==> config.mk <==
export PLATFORM = sky130hd
export DESIGN_NAME = debug_loader_unit
export DESIGN_NICKNAME = d
export VERILOG_FILES = /design/src/rtl/debug_pkg.sv /design/src/rtl/debug_tx_serializer.sv /design/src/rtl/debug_loader_unit.sv
export SDC_FILE = /design/constraint.sdc
export NUM_CORES = 1
export LEC_CHECK = 0
export CAP_MARGIN = 30
export CORE_MARGIN = 1.5
export CORE_UTILIZATION = 45
export CTS_BUF_LIST = sky130_fd_sc_hd__clkbuf_4 sky130_fd_sc_hd__clkbuf_8 sky130_fd_sc_hd__clkbuf_16
export CTS_CLUSTER_SIZE = 20
export DETAILED_ROUTE_END_ITERATION = 8
export GPL_TIMING_DRIVEN = 0
export PLACE_DENSITY = 0.68
export SLEW_MARGIN = 20
export SYNTH_ARGS = -nofsm -noshare
export SYNTH_HDL_FRONTEND = slang
export SYNTH_SLANG_ARGS = --single-unit
==> constraint.sdc <==
create_clock -name clk -period 2.03 [get_ports clk]
set_clock_uncertainty 0.05 [all_clocks]
set_input_delay 0.203 -clock clk [delete_from_list [all_inputs] [get_ports clk]]
set_output_delay 0.203 -clock clk [all_outputs]
set_load 0.02 [all_outputs]
==> src/rtl/debug_pkg.sv <==
// Shared definitions for the debug loader: host command bytes, controller
// state encoding and the snapshot size.
package debug_pkg;

    localparam logic [7:0] CMD_LOAD  = 8'h4C;  // 'L'
    localparam logic [7:0] CMD_RUN   = 8'h43;  // 'C'
    localparam logic [7:0] CMD_STEP  = 8'h53;  // 'S'
    localparam logic [7:0] CMD_BREAK = 8'h48;  // 'H'

    localparam int SNAP_BYTES = 16;

    typedef enum logic [2:0] {
        IDLE,
        LOAD_CNT,
        LOAD_WORD,
        RUN,
        STEP,
        SEND,
        SEND_WAIT
    } state_e;

endpackage

==> src/rtl/debug_tx_serializer.sv <==
// Latches a pipeline snapshot and streams it MSB first to the UART transmitter,
// keeping at most one byte in flight.
module debug_tx_serializer
    import debug_pkg::*;
#(
    parameter int NB_BYTE = 8,
    parameter int NB_SNAP = SNAP_BYTES * NB_BYTE
) (
    input  logic               clk,
    input  logic               i_rst,
    input  logic               i_load,
    input  logic               i_start,
    input  logic [NB_SNAP-1:0] i_snapshot,
    input  logic               i_tx_done,
    output logic [NB_BYTE-1:0] o_tx_data,
    output logic               o_tx_start,
    output logic               o_done
);

    localparam int IDX_W = $clog2(SNAP_BYTES);
    localparam logic [IDX_W-1:0] LAST_IDX = IDX_W'(SNAP_BYTES - 1);

    state_e             phase_q, phase_d;
    logic [NB_SNAP-1:0] snap_q, snap_d;
    logic [IDX_W-1:0]   idx_q, idx_d;
    logic [NB_BYTE-1:0] tx_data_q, tx_data_d;
    logic               tx_start_q, tx_start_d;

    always_comb begin
        phase_d    = phase_q;
        snap_d     = snap_q;
        idx_d      = idx_q;
        tx_data_d  = tx_data_q;
        tx_start_d = 1'b0;
        o_done     = 1'b0;

        case (phase_q)
            SEND: begin
                // The latch shifts left, so the next byte is always at the top.
                tx_data_d  = snap_q[NB_SNAP-1 -: NB_BYTE];
                snap_d     = snap_q << NB_BYTE;
                tx_start_d = 1'b1;
                phase_d    = SEND_WAIT;
            end
            SEND_WAIT: begin
                if (i_tx_done) begin
                    if (idx_q == LAST_IDX) begin
                        idx_d   = '0;
                        phase_d = IDLE;
                        o_done  = 1'b1;
                    end else begin
                        idx_d   = idx_q + 1'b1;
                        phase_d = SEND;
                    end
                end
            end
            default: ;
        endcase

        if (i_load) begin
            snap_d = i_snapshot;
        end
        if (i_start) begin
            idx_d   = '0;
            phase_d = SEND;
        end
    end

    always_ff @(posedge clk) begin
        if (i_rst) begin
            phase_q    <= IDLE;
            snap_q     <= '0;
            idx_q      <= '0;
            tx_data_q  <= '0;
            tx_start_q <= 1'b0;
        end else begin
            phase_q    <= phase_d;
            snap_q     <= snap_d;
            idx_q      <= idx_d;
            tx_data_q  <= tx_data_d;
            tx_start_q <= tx_start_d;
        end
    end

    assign o_tx_data  = tx_data_q;
    assign o_tx_start = tx_start_q;

endmodule

==> src/rtl/debug_loader_unit.sv <==
// Host-side debug controller: loads instruction memory from UART, gates the
// pipeline (run / single step) and returns a state snapshot over UART.
module debug_loader_unit
    import debug_pkg::*;
#(
    parameter int NB_DATA  = 32,
    parameter int NB_BYTE  = 8,
    parameter int NB_ADDR  = 5,
    parameter int NB_DADDR = 8
) (
    input  logic                clk,
    input  logic                i_rst,
    input  logic [NB_BYTE-1:0]  i_rx_data,
    input  logic                i_rx_valid,
    output logic [NB_BYTE-1:0]  o_tx_data,
    output logic                o_tx_start,
    input  logic                i_tx_done,
    output logic                o_we_IF,
    output logic [NB_DATA-1:0]  o_instruction_data,
    output logic                o_halt,
    input  logic                i_program_end,
    input  logic [NB_DATA-1:0]  i_write_data_wb,
    input  logic [NB_ADDR-1:0]  i_reg2write_wb,
    input  logic                i_write_enable_wb,
    input  logic [NB_DATA-1:0]  i_data2mem,
    input  logic [NB_DADDR-1:0] i_data_addr,
    output logic                o_busy
);

    localparam int NB_SNAP = 4 * NB_DATA;

    state_e             state_q, state_d;
    logic               halt_q, halt_d;
    logic               we_q, we_d;
    logic [NB_DATA-1:0] instr_q, instr_d;
    logic [NB_DATA-1:0] asm_q, asm_d;
    logic [NB_BYTE-1:0] word_cnt_q, word_cnt_d;
    logic [1:0]         byte_cnt_q, byte_cnt_d;
    logic               snap_load;
    logic               snap_start;
    logic               ser_done;
    logic [NB_SNAP-1:0] snapshot;

    assign snapshot = {
        i_write_data_wb,
        {(NB_DATA - NB_ADDR - 1){1'b0}}, i_write_enable_wb, i_reg2write_wb,
        i_data2mem,
        {(NB_DATA - NB_DADDR){1'b0}}, i_data_addr
    };

    always_comb begin
        state_d    = state_q;
        halt_d     = halt_q;
        we_d       = 1'b0;
        instr_d    = instr_q;
        asm_d      = asm_q;
        word_cnt_d = word_cnt_q;
        byte_cnt_d = byte_cnt_q;
        snap_load  = 1'b0;
        snap_start = 1'b0;

        case (state_q)
            IDLE: begin
                if (i_rx_valid) begin
                    case (i_rx_data)
                        CMD_LOAD: state_d = LOAD_CNT;
                        CMD_RUN: begin
                            state_d = RUN;
                            halt_d  = 1'b0;
                        end
                        CMD_STEP: begin
                            state_d = STEP;
                            halt_d  = 1'b0;
                        end
                        default: ;
                    endcase
                end
            end
            LOAD_CNT: begin
                if (i_rx_valid) begin
                    word_cnt_d = i_rx_data;
                    byte_cnt_d = 2'd0;
                    state_d    = (i_rx_data == '0) ? IDLE : LOAD_WORD;
                end
            end
            LOAD_WORD: begin
                if (i_rx_valid) begin
                    asm_d      = {asm_q[NB_DATA-NB_BYTE-1:0], i_rx_data};
                    byte_cnt_d = byte_cnt_q + 2'd1;
                    if (byte_cnt_q == 2'd3) begin
                        instr_d    = asm_d;
                        we_d       = 1'b1;
                        word_cnt_d = word_cnt_q - 1'b1;
                        if (word_cnt_q == NB_BYTE'(1)) begin
                            state_d = IDLE;
                        end
                    end
                end
            end
            RUN: begin
                // Program end and a manual break landing together are one stop.
                if (i_program_end || (i_rx_valid && i_rx_data == CMD_BREAK)) begin
                    halt_d     = 1'b1;
                    snap_load  = 1'b1;
                    snap_start = 1'b1;
                    state_d    = SEND;
                end
            end
            STEP: begin
                halt_d     = 1'b1;
                snap_load  = 1'b1;
                snap_start = 1'b1;
                state_d    = SEND;
            end
            SEND, SEND_WAIT: begin
                if (ser_done) begin
                    state_d = IDLE;
                end
            end
            default: state_d = IDLE;
        endcase
    end

    always_ff @(posedge clk) begin
        if (i_rst) begin
            state_q    <= IDLE;
            halt_q     <= 1'b1;
            we_q       <= 1'b0;
            instr_q    <= '0;
            asm_q      <= '0;
            word_cnt_q <= '0;
            byte_cnt_q <= 2'd0;
        end else begin
            state_q    <= state_d;
            halt_q     <= halt_d;
            we_q       <= we_d;
            instr_q    <= instr_d;
            asm_q      <= asm_d;
            word_cnt_q <= word_cnt_d;
            byte_cnt_q <= byte_cnt_d;
        end
    end

    debug_tx_serializer #(
        .NB_BYTE (NB_BYTE),
        .NB_SNAP (NB_SNAP)
    ) u_tx_serializer (
        .clk        (clk),
        .i_rst      (i_rst),
        .i_load     (snap_load),
        .i_start    (snap_start),
        .i_snapshot (snapshot),
        .i_tx_done  (i_tx_done),
        .o_tx_data  (o_tx_data),
        .o_tx_start (o_tx_start),
        .o_done     (ser_done)
    );

    assign o_we_IF            = we_q;
    assign o_instruction_data = instr_q;
    assign o_halt             = halt_q;
    assign o_busy             = (state_q != IDLE);

endmodule

==> results of run 1 <==
## worst reg2reg max path, cell delays in order (launching register included)
cell and delay [ns]:
sky130_fd_sc_hd__dfxtp_1 0.31, sky130_fd_sc_hd__clkbuf_2 0.17, sky130_fd_sc_hd__nor3b_2 0.30, sky130_fd_sc_hd__and2_1 0.16, sky130_fd_sc_hd__buf_2 0.17, sky130_fd_sc_hd__nand2_1 0.22, sky130_fd_sc_hd__buf_2 0.26, sky130_fd_sc_hd__nand2_1 0.08
sky130_fd_sc_hd__a21oi_1 0.06
## layout make-up
type	instances	area, um^2	share of cell area
repair buffers	133	1336	0.1159
plain buffers	88	466.7	0.04049
well taps	265	331.6	0.02876
clock inverters	5	78.83	0.006838
clock buffers	35	715.7	0.06209
inverters	6	22.52	0.001954
flip-flops and latches	215	4305	0.3735
multi-input cells	787	4270	0.3705
## what timing repair did
action | CTS | global route
pin swaps | 0 | 1
gates cloned | 0 | 0
resized for setup | 10 | 30
endpoints found under the hold margin | 2 | 0
hold buffers | 1 | 0
setup buffers | 0 | 0
setup endpoints to repair | 90 | 187
## synthesized netlist by cell type (all sizes together), types with 2 or more instances
| cell | instances |
|---|---|
| nand3 | 14 |
| or3 | 2 |
| o21a | 2 |
| inv | 6 |
| a2bb2oi | 2 |
| a21oi | 137 |
| dfxtp | 215 |
| o31ai | 2 |
| o21ai | 18 |
| a211oi | 2 |
| nand3b | 2 |
| a221oi | 2 |
| nor2 | 89 |
| clkbuf | 59 |
| o22ai | 2 |
| nor3 | 8 |
| nand2b | 5 |
| ha | 4 |
| and2 | 4 |
| and3 | 4 |
| nor3b | 6 |
| buf | 30 |
| a311oi | 70 |
| nor2b | 5 |
| a22oi | 2 |
| mux2i | 2 |
| nand2 | 386 |
## metal layers
layer | vias up | global-route usage | part of all wire
li1 | 4030 | - | -
met1 | 3650 | 0.3135 | 0.47
met2 | 205 | 0.3654 | 0.45
met3 | 40 | 0.03212 | 0.053
met4 | 2 | 0.06911 | 0.025
met5 | - | 0 | 0.00056
## worst min-delay path by stage
stage                                    start                          to  slack, ns  depth (start not counted)
floorplan                         i_rx_data[0]                    asm_q[0]       0.29                          2
global placement    u_tx_serializer.snap_q[84]  u_tx_serializer.snap_q[92]       0.39                          2
detailed placement  u_tx_serializer.snap_q[75]  u_tx_serializer.snap_q[83]       0.40                          2
CTS                               i_rx_data[4]                  state_q[2]       0.04                          3
global route                      i_rx_data[7]                    asm_q[7]       0.08                          3
finish                            i_rx_data[5]                    asm_q[5]       0.05                          3
## cell families (layout without fill, tap and decap cells)
kind of cell,after synthesis,count (layout),synth area share
AO/OA/AOI/OAI,248,248,0.2234
XOR/XNOR,1,1,0.0009709
adder cells (fa/ha/maj),4,4,0.005547
buffers and inverters,95,267,0.05131
flip-flops,215,215,0.4770
multiplexers,2,2,0.002219
AND/OR/NAND/NOR,532,532,0.2395
## where the power goes
part	internal (mW)	switching, mW	leakage (nW)
logic	0.178	0.159	1.71
clock network	2.67	1.64	0.400
registers	4.22	0.000828	1.73
total	7.07	1.80	3.85
## through the flow
stage	hold slack, ns	setup WS (ns)
2_1_floorplan	0.2890	0.2843
3_3_place_gp	0.3889	-0.5263
3_5_place_dp	0.3951	-0.5384
4_1_cts	0.04490	0.001355
5_1_grt	0.07580	-0.01481
6_report	0.05412	0.06870
## sequential cells by signal, indices dropped and copies added, names as in the netlist, 3 cells and up
signal,flops
u_tx_serializer.snap_q,128
o_instruction_data,32
u_tx_serializer.o_tx_data,8
u_tx_serializer.idx_q,4
word_cnt_q,8
state_q,3
u_tx_serializer.phase_q,3
asm_q,24
==> results_tabular.tex, run 1 <==
\begin{tabular}{lr}
\hline
Metric & Value \\
\hline
\multicolumn{2}{l}{\textbf{Timing}} \\
\quad Maximum clock rate & 509.9 MHz \\
\quad Headroom to the max-slew limit & 0.4643 \\
\quad Worst-Margin Slew & 0.8036 ns \\
\quad Unrepaired setup endpoints after global routing & true \\
\quad Final period utilization & 0.9662 \\
\quad Min Clock Period, post-route & 1.961 ns \\
\quad Fin Setup TNS & 0 ns \\
\quad Number of hold-slack violations in the final timing report & 0 \\
\quad Final count of pins violating max slew & 0 \\
\quad Final setup fails & 0 \\
\multicolumn{2}{l}{\textbf{Route}} \\
\quad First drt pass iteration count & 5 \\
\quad WL per Instance & 15.20 um \\
\quad Remaining number of nets flagged by the antenna check after routing & 0 \\
\quad DRC violations left & 0 \\
\quad Iter 0 DRT Violations & 359 \\
\quad Drt via density & 5.168 \\
\quad Total via count after detailed routing & 7927 \\
\quad Detailed-route wire length & 23.32 mm \\
\multicolumn{2}{l}{\textbf{Yosys}} \\
\quad Post-synthesis async set-or-reset flop share & 0 \\
\quad Number of nets in the synthesized netlist & 1192 \\
\quad Part of the Yosys area used for sequential elements & 0.4770 \\
\quad Post-synthesis sequential element count & 215 \\
\quad Largest area contributor in the synthesized netlist & sky130\_fd\_sc\_hd\_\_dfxtp\_1 \\
\quad Portion of synthesized cell area occupied by the leading cell type & 0.4770 \\
\quad Count of warnings emitted by yosys & 0 \\
\quad Average cell area after synthesis & 8.225 um\^{}2 \\
\quad Synthesized instance count & 1097 \\
\quad Synth Flop Type & sky130\_fd\_sc\_hd\_\_dfxtp\_1 \\
\quad Count of unique library cells instantiated by Yosys & 49 \\
\quad Leading cell types by total area after synthesis & sky130\_fd\_sc\_hd\_\_dfxtp\_1 48\%, sky130\_fd\_sc\_hd\_\_nand2\_1 16\%, sky130\_fd\_sc\_hd\_\_a311oi\_2 12\%, sky130\_fd\_sc\_hd\_\_a21oi\_1 7.6\%, sky130\_fd\_sc\_hd\_\_nor2\_1 3.7\% \\
\quad Number of enable-type register cells in the synthesized netlist & 0 \\
\quad Netlist area before placement & 9022 um\^{}2 \\
\multicolumn{2}{l}{\textbf{Final layout}} \\
\quad Final standard cell area without fillers & 11530 um\^{}2 \\
\quad Fraction of layout instances using a drive strength above 1 & 0.1300 \\
\quad Most common cell after layout, fill and taps aside & sky130\_fd\_sc\_hd\_\_nand2\_1 \\
\quad Non-Filler Instances & 1534 \\
\quad Fin nets & 1349 \\
\quad Area added between synthesis and finish & 27.76\% \\
\quad Post-route core utilization & 0.5884 \\
\quad Number of antenna cells inserted & 0 \\
\quad Most frequent cells in the layout & 386 x sky130\_fd\_sc\_hd\_\_nand2\_1, 214 x sky130\_fd\_sc\_hd\_\_dfxtp\_1, 137 x sky130\_fd\_sc\_hd\_\_a21oi\_1 \\
\quad Fill cell count & 1820 \\
\multicolumn{2}{l}{\textbf{Clocking}} \\
\quad Clk\_lat worst skew & 0.51 ns \\
\quad H-tree levels & 1 \\
\quad Root Buffer & sky130\_fd\_sc\_hd\_\_clkbuf\_16 \\
\quad TritonCTS clock tree & done \\
\quad Clock transition at the register clock pins on the worst setup and hold paths after CTS & 0.06 ns \\
\quad Number of sinks handled by clock tree synthesis & 215 \\
\quad Clk buf depth & 3 \\
\quad Clock buffer count from CTS & 23 \\
\multicolumn{2}{l}{\textbf{Critical path}} \\
\quad Count of cells along the worst register-to-register path & 8 \\
\quad Timing endpoint of the critical path & o\_busy \\
\quad Logic depth of the worst path, buffers included & 3 \\
\quad Terminus of the critical flop-to-flop path & o\_instruction\_data[3] \\
\quad Category of the most critical setup path & flip-flop to primary output \\
\quad CP Cell Sequence & clkbuf\_2 -> or3\_1 -> dlygate4sd2\_1 \\
\quad Delay-heaviest family, CP & buffers and inverters \\
\quad Required time of the critical path & 1.78 ns \\
\quad Cell type of the slowest stage on the worst timing path & sky130\_fd\_sc\_hd\_\_or3\_1 \\
\quad Start point of the critical path & state\_q[2] \\
\quad Count of buffering cells on the critical path with inverters included & 2 \\
\quad Longest individual stage delay on the worst path & 0.40 ns \\
\quad Arrival @ worst endpoint & 1.71 ns \\
\quad Critical path endpoint category & primary output \\
\quad Start of the worst register-to-register path & state\_q[2] \\
\quad Internal reg-to-reg setup slack & 0.11 ns \\
\quad Maximum fanout count along the critical path & 10 \\
\quad Sort of element at the start of the critical path & flip-flop \\
\multicolumn{2}{l}{\textbf{Hold path}} \\
\quad Path category of the worst min-delay check & input pin to flip-flop \\
\multicolumn{2}{l}{\textbf{Place}} \\
\quad PortBufs & 132 \\
\quad Routability-driven placement congestion ratio & 0.9099 \\
\quad Placed instance area & 10680 um\^{}2 \\
\quad Instance count after placement with tap cells included & 1494 \\
\quad HPWL after detailed placement & 16.59 mm \\
\multicolumn{2}{l}{\textbf{Power}} \\
\quad Overall power consumption & 8.875 mW \\
\quad Highest ir drop seen on vdd & 0.4682 mV \\
\quad Pwr Density & 769.9 nW/um\^{}2 \\
\quad Static leakage & 3.846 nW \\
\multicolumn{2}{l}{\textbf{Global route}} \\
\quad First-pass GRT wire length & 37.82 mm \\
\quad Initial antenna violation count & 1 \\
\quad Vias in the first global route & 7533 \\
\quad Largest net degree at the start of global routing & 14 \\
\quad Overall global routing resource usage & 0.2264 \\
\quad Grt total ovfl & 0 \\
\multicolumn{2}{l}{\textbf{Floorplan}} \\
\quad Placeable core region & 19590 um\^{}2 \\
\quad Area of the die & 20910 um\^{}2 \\
\quad Die span in y & 144.6 um \\
\quad Chip Width & 144.6 um \\
\quad Number of primary I/O pins & 135 \\
\quad Placement Rows & 51 \\
\quad Initial Util & 0.4606 \\
\multicolumn{2}{l}{\textbf{Outcome}} \\
\quad Outcome & completed \\
\multicolumn{2}{l}{\textbf{Run}} \\
\quad Number of max-capacitance violations reported & 0 \\
\hline
\end{tabular}
No activity file was read; power rests on OpenSTA's default activity.
==> inputs of run 2 (changes only) <==
ABC_CLOCK_PERIOD_IN_PS = 2029   (was default)
GPL_ROUTABILITY_DRIVEN = 0   (was default)
==> results of run 2 <==
No change in the layout: final DEF, timing and power equal those of run 1.
